`config.mk`:
```
export PLATFORM = sky130hd
export DESIGN_NAME = stencil_window_gen
export DESIGN_NICKNAME = d
export VERILOG_FILES = /design/src/rtl/soda_pkg.sv /design/src/rtl/soda_line_buffer.sv /design/src/rtl/stencil_window_gen.sv
export SDC_FILE = /design/constraint.sdc
export NUM_CORES = 2
export LEC_CHECK = 0
export ABC_CLOCK_PERIOD_IN_PS = 38900
export BUFFER_PORTS_ARGS = -buffer_cell sky130_fd_sc_hd__buf_4
export CAP_MARGIN = 25
export CORE_MARGIN = 3
export CORE_UTILIZATION = 25
export CTS_BUF_LIST = sky130_fd_sc_hd__clkbuf_8
export CTS_CLUSTER_SIZE = 25
export DETAILED_ROUTE_END_ITERATION = 8
export GPL_TIMING_DRIVEN = 1
export RECOVER_POWER = 100
export SLEW_MARGIN = 20
export SYNTH_ARGS = -nofsm -noshare
export SYNTH_HDL_FRONTEND = slang
export SYNTH_MEMORY_MAX_BITS = 65536
export SYNTH_SLANG_ARGS = --single-unit
```
`constraint.sdc`:
```
create_clock -name clock -period 38.9 [get_ports clock]
set_input_delay 1.945 -clock clock [delete_from_list [all_inputs] [get_ports clock]]
set_output_delay 1.945 -clock clock [all_outputs]
set_load 0.05 [all_outputs]
```
`src/rtl/soda_pkg.sv`:
```
// Shared types and sizing helpers for the SODA stencil front end.
package soda_pkg;

  localparam int unsigned BW_DFLT = 32;
  localparam int unsigned ST_DFLT = 4;

  typedef logic [BW_DFLT-1:0] elem_t;
  typedef elem_t [ST_DFLT-1:0] beat_t;

  function automatic int unsigned win_cols(input int unsigned st, input int unsigned k);
    return st + k - 1;
  endfunction

  function automatic int unsigned beats_per_row(input int unsigned col, input int unsigned st);
    return col / st;
  endfunction

  function automatic int unsigned cnt_width(input int unsigned n);
    return (n > 1) ? $clog2(n) : 1;
  endfunction

endpackage

```
`src/rtl/soda_line_buffer.sv`:
```
// One row of beats; read and write share the address so a fire shifts the entry down a row.
module soda_line_buffer #(
  parameter int unsigned DEPTH = 16,
  parameter int unsigned WIDTH = 128,
  parameter int unsigned AW    = 4
) (
  input  logic             clock,
  input  logic             we,
  input  logic [AW-1:0]    addr,
  input  logic [WIDTH-1:0] wdata,
  output logic [WIDTH-1:0] rdata
);

  logic [WIDTH-1:0] mem_q [DEPTH];

  always_ff @(posedge clock) begin
    if (we) mem_q[addr] <= wdata;
  end

  assign rdata = mem_q[addr];

endmodule

```
`src/rtl/stencil_window_gen.sv`:
```
// Streaming K x (ST+K-1) window generator with backpressure, lane masks and end-of-frame flag.
module stencil_window_gen
  import soda_pkg::*;
#(
  parameter int unsigned BW  = 32,
  parameter int unsigned ST  = 4,
  parameter int unsigned K   = 3,
  parameter int unsigned ROW = 64,
  parameter int unsigned COL = 64
) (
  input  logic                       clock,
  input  logic                       reset,
  input  logic                       io_in_valid,
  output logic                       io_in_ready,
  input  logic [ST*BW-1:0]           io_in_matrix,
  output logic                       io_out_valid,
  input  logic                       io_out_ready,
  output logic [K*(ST+K-1)*BW-1:0]   io_out_window,
  output logic [ST-1:0]              io_out_mask,
  output logic                       io_out_last
);

  localparam int unsigned BPR = beats_per_row(COL, ST);
  localparam int unsigned WC  = win_cols(ST, K);
  localparam int unsigned BAW = cnt_width(BPR);
  localparam int unsigned RAW = cnt_width(ROW);
  localparam int unsigned CW  = (K-1)*BW;
  localparam int unsigned RW  = WC*BW;
  localparam int unsigned WW  = K*RW;

  logic [BAW-1:0]   b_q, b_d;
  logic [RAW-1:0]   r_q, r_d;
  logic             valid_q, valid_d;
  logic [WW-1:0]    window_q, window_d;
  logic [ST-1:0]    mask_q, mask_d;
  logic             last_q, last_d;
  logic [CW-1:0]    carry_q [K];
  logic [CW-1:0]    carry_d [K];
  logic [ST*BW-1:0] rd [K-1];
  logic [ST*BW-1:0] rows [K];
  logic             in_fire;

  assign io_in_ready = !valid_q | io_out_ready;
  assign in_fire     = io_in_valid & io_in_ready;

  // Buffer g holds row r-1-g; the chain shifts one row older on every fire.
  for (genvar g = 0; g < K-1; g++) begin : g_lb
    soda_line_buffer #(
      .DEPTH (BPR),
      .WIDTH (ST*BW),
      .AW    (BAW)
    ) u_lb (
      .clock (clock),
      .we    (in_fire),
      .addr  (b_q),
      .wdata ((g == 0) ? io_in_matrix : rd[g-1]),
      .rdata (rd[g])
    );
  end

  always_comb begin
    rows[K-1] = io_in_matrix;
    for (int unsigned j = 0; j < K-1; j++) rows[j] = rd[K-2-j];
  end

  always_comb begin
    b_d      = b_q;
    r_d      = r_q;
    valid_d  = valid_q;
    window_d = window_q;
    mask_d   = mask_q;
    last_d   = last_q;
    for (int unsigned j = 0; j < K; j++) carry_d[j] = carry_q[j];

    if (in_fire) begin
      if (b_q == BAW'(BPR-1)) begin
        b_d = '0;
        r_d = (r_q == RAW'(ROW-1)) ? '0 : r_q + RAW'(1);
      end else begin
        b_d = b_q + BAW'(1);
      end
      for (int unsigned j = 0; j < K; j++) carry_d[j] = rows[j][CW-1:0];

      // Rows above K-1 only; earlier rows are consumed to fill the line buffers.
      valid_d = (r_q >= RAW'(K-1));
      if (valid_d) begin
        for (int unsigned j = 0; j < K; j++)
          window_d[(K-1-j)*RW +: RW] = {((b_q == '0) ? {CW{1'b0}} : carry_q[j]), rows[j]};
        mask_d = '1;
        if (b_q == '0) mask_d[ST-1 -: K-1] = '0;
        last_d = (r_q == RAW'(ROW-1)) && (b_q == BAW'(BPR-1));
      end
    end else if (io_out_ready) begin
      valid_d = 1'b0;
    end
  end

  always_ff @(posedge clock) begin
    if (reset) begin
      b_q      <= '0;
      r_q      <= '0;
      valid_q  <= 1'b0;
      window_q <= '0;
      mask_q   <= '0;
      last_q   <= 1'b0;
    end else begin
      b_q      <= b_d;
      r_q      <= r_d;
      valid_q  <= valid_d;
      window_q <= window_d;
      mask_q   <= mask_d;
      last_q   <= last_d;
    end
  end

  always_ff @(posedge clock) begin
    for (int unsigned j = 0; j < K; j++) carry_q[j] <= carry_d[j];
  end

  assign io_out_valid  = valid_q;
  assign io_out_window = window_q;
  assign io_out_mask   = mask_q;
  assign io_out_last   = last_q;

endmodule

```
==> reports/results.ini <==
[critical_path]
r2r_slack_ns = 18.38
timing.rr.end = g_lb[1].u_lb.mem_q[15][4]$_DFFE_PP_
critPathArrivalTime_ns = 21.28
r2r_cells = 8
startpoint_type = flip-flop
crit_type = reg -> reg
critical_path_required_ns = 39.66
endpoint_kind = flip-flop
cp_max_fo = 96

[outcome]
violations = max-capacitance violations, max-slew violations
status = finished with violations

[drt]
viasPerCell = 4.52
drtIter0Drc = 8723
antenna_left = 0
wirelength_um = 480000
drc = 0
wire_per_inst_um = 23.8
num_vias = 91200
drtPass1Iterations = 5

[sta]
setup_violations = 0
hold_slack_ns = 0.408
maxSlewViolCount = 6345
rsz0062_at_grt = false
tns_ns = 0
period_needed_ns = 20.52
fin_crit_sh_pct = 52.8
worst_slew_pin_slew_ns = 8.33
skew_ns = 0.160
timing.slew.headroom_pct = -455
worst_slack_ns = 18.38
max_freq_mhz = 48.7
hold_violations = 0

[clock_tree]
clockBufferDepth = 4
root_buffer = clkbuf_8
cts-buffers-inserted = 798
clkTransAtPathRegs_ns = 0.07
cts_tree = built
cts_resized = 0
cts.sinks = 4882
hold_buffers = 0
post_cts_buffers = 0
clock_latency_ns = 1.29
htreeDepth = 6

[yosys]
netlist_area_mm2 = 0.180
ys_seq_area_share_pct = 78.3
synth_cells = 8767
syn-num-nets = 8905
ys_types = 40
synth_ff_type = edfxtp_1
yosys_warnings = 0
syn_area_per_cell_um2 = 20.5
synthArstFlopShare_pct = 0
synth_edf_count = 4288
ys_ff_latch = 4882

[power_and_ir_drop]
switching_share_pct = 23.5
finalPower_mw = 10.8
power.share.clock_pct = 40.1
power.internal_mw = 8.28
power_switching_mw = 2.54
power_leakage_nw = 63.5
peakVddDrop_mv = 0.0398
cellPowerDensity_mw_per_mm2 = 51.9
p_comb_share_pct = 5.3
seqPwrFrac_pct = 54.7

[layout]
final_cells = 20200
syn_to_final_growth_pct = 16.1
fin_area_mm2 = 0.209
final_net_count = 10100
fillCellCount = 70700
most-common-layout-cells = 4,288 x edfxtp_1, 1,024 x mux4_2, 872 x clkbuf_8
drive_gt1_share_pct = 20.6
final_util_pct = 29.2
mostFrequentLayoutCell = edfxtp_1

[floorplanning]
die_w_um = 854
ios = 715
die-area_mm2 = 0.729
rows = 310
start_util_pct = 25.1
die_h_um = 854
core_area_mm2 = 0.714

[placement]
pre_cts_slack_ns = 30.29
gp_congestion = 0.724
dp_hpwl_um = 277000
io_buffers = 714
dp.cells = 18700
placed_cell_area_mm2 = 0.196

[hold_path]
worstHoldStart = carry_q[0][32]$_DFFE_PP_
hold_class = reg -> reg
hold_end = io_out_window[544]$_SDFFE_PP0P_
hold_path_depth = 2

[global_route]
grt_max_degree = 135
gr-total-overflow = 0
grt_pass1_vias = 93900
grt_pass1_wl_um = 685000
antenna_found_initial = 37
grt_use_total_pct = 12.7

[job]
cap_viol_max_count = 149

-- state kept, by name, indices dropped and copies added (netlist names), named ones only --
register	flops
io_out_window	576
r_q	6
io_out_last	1
b_q	4
io_out_mask	2
g_lb.u_lb.mem_q	4096
io_out_valid	1
carry_q	192
-- cell type report --
type | instances | area (um^2) | area share, %
clock inverters | 613 | 3790 | 1.82
clock buffers | 872 | 12000 | 5.75
flip-flops and latches | 4882 | 141000 | 67.4
repair buffers | 926 | 3830 | 1.84
well taps | 9516 | 11900 | 5.71
multi-input cells | 3340 | 36300 | 17.4
diodes | 8 | 20.0 | 0.00960
inverters | 5 | 18.8 | 0.00900
-- worst max-delay path, stage by stage (launching register included) --
cell	delay, ns
dfxtp_1	2.12
clkbuf_1	4.08
clkbuf_1	5.99
buf_12	0.43
clkbuf_1	2.55
clkbuf_1	2.68
mux4_2	0.75
a22oi_1	0.35
nand2_1	0.58
-- layer usage --
metal,global-route usage [%],part of all wire [%],up-vias
met3,2.59,7.1,689
met1,17.2,42,48600
met4,3.52,2.6,10
met5,0,0.015,-
met2,20.7,48,3417
li1,-,-,38500
-- cells in the mapped netlist, types with 2 or more instances --
cell type	count	area share (%)
edfxtp_1	4288	72
buf_1	52	0.11
nand2b_1	2	0.0070
o21ai_1	56	0.16
mux2i_1	16	0.089
a22oi_2	50	0.35
nor2_1	216	0.45
buf_4	34	0.14
dfxtp_1	594	6.6
o221ai_1	8	0.039
nand2_1	702	1.5
xor2_1	3	0.015
nand3_1	2	0.0056
clkbuf_1	206	0.43
or3_1	2	0.0070
and3_1	4	0.014
inv_1	5	0.010
a21oi_1	382	1.1
buf_6	24	0.15
a22oi_1	526	2.2
xnor2_1	3	0.015
nand4_1	4	0.014
nor3_1	7	0.019
a22o_1	112	0.55
buf_2	224	0.62
mux4_2	1024	13
ha_1	6	0.042
a21o_1	192	0.80
nor2b_1	4	0.014
nand3b_1	9	0.038
-- worst max path at each step --
| stage | startpoint | endpoint | cells past startpoint | slack, ns |
|---|---|---|---|---|
| after CTS | flip-flop | g_lb[1].u_lb.mem_q[4][0]$_DFFE_PP_ | 11 | 30.24 |
| after global routing | flip-flop | g_lb[1].u_lb.mem_q[7][4]$_DFFE_PP_ | 8 | 15.13 |
| after global placement | flip-flop | g_lb[1].u_lb.mem_q[5][0]$_DFFE_PP_ | 11 | 30.34 |
| after detailed placement | flip-flop | g_lb[1].u_lb.mem_q[15][0]$_DFFE_PP_ | 11 | 30.29 |
| after floorplan | io_in_valid | g_lb[0].u_lb.mem_q[0][0]$_DFFE_PP_ | 4 | 9.09 |
| final | flip-flop | g_lb[1].u_lb.mem_q[15][4]$_DFFE_PP_ | 8 | 18.38 |
-- cells by family after synthesis --
logic type	share of synthesized area (%)
flops	78.3
xor+xnor	0.0293
mux	12.9
simple gates	2.06
fa+ha+maj	0.0418
compound gates	5.19
buf+inv	1.47
-- power by group through the flow --
stage	combinational [mW]	clock (mW)	sequential, mW
6_report	0.573	4.33	5.91
3_5_place_dp	0.588	0	6.01
4_1_cts	0.588	4.47	5.91
2_1_floorplan	0.348	0	6.03
5_1_grt	0.625	4.70	5.92
3_3_place_gp	0.577	0	6.01
Power figures use the tool's default switching activity.
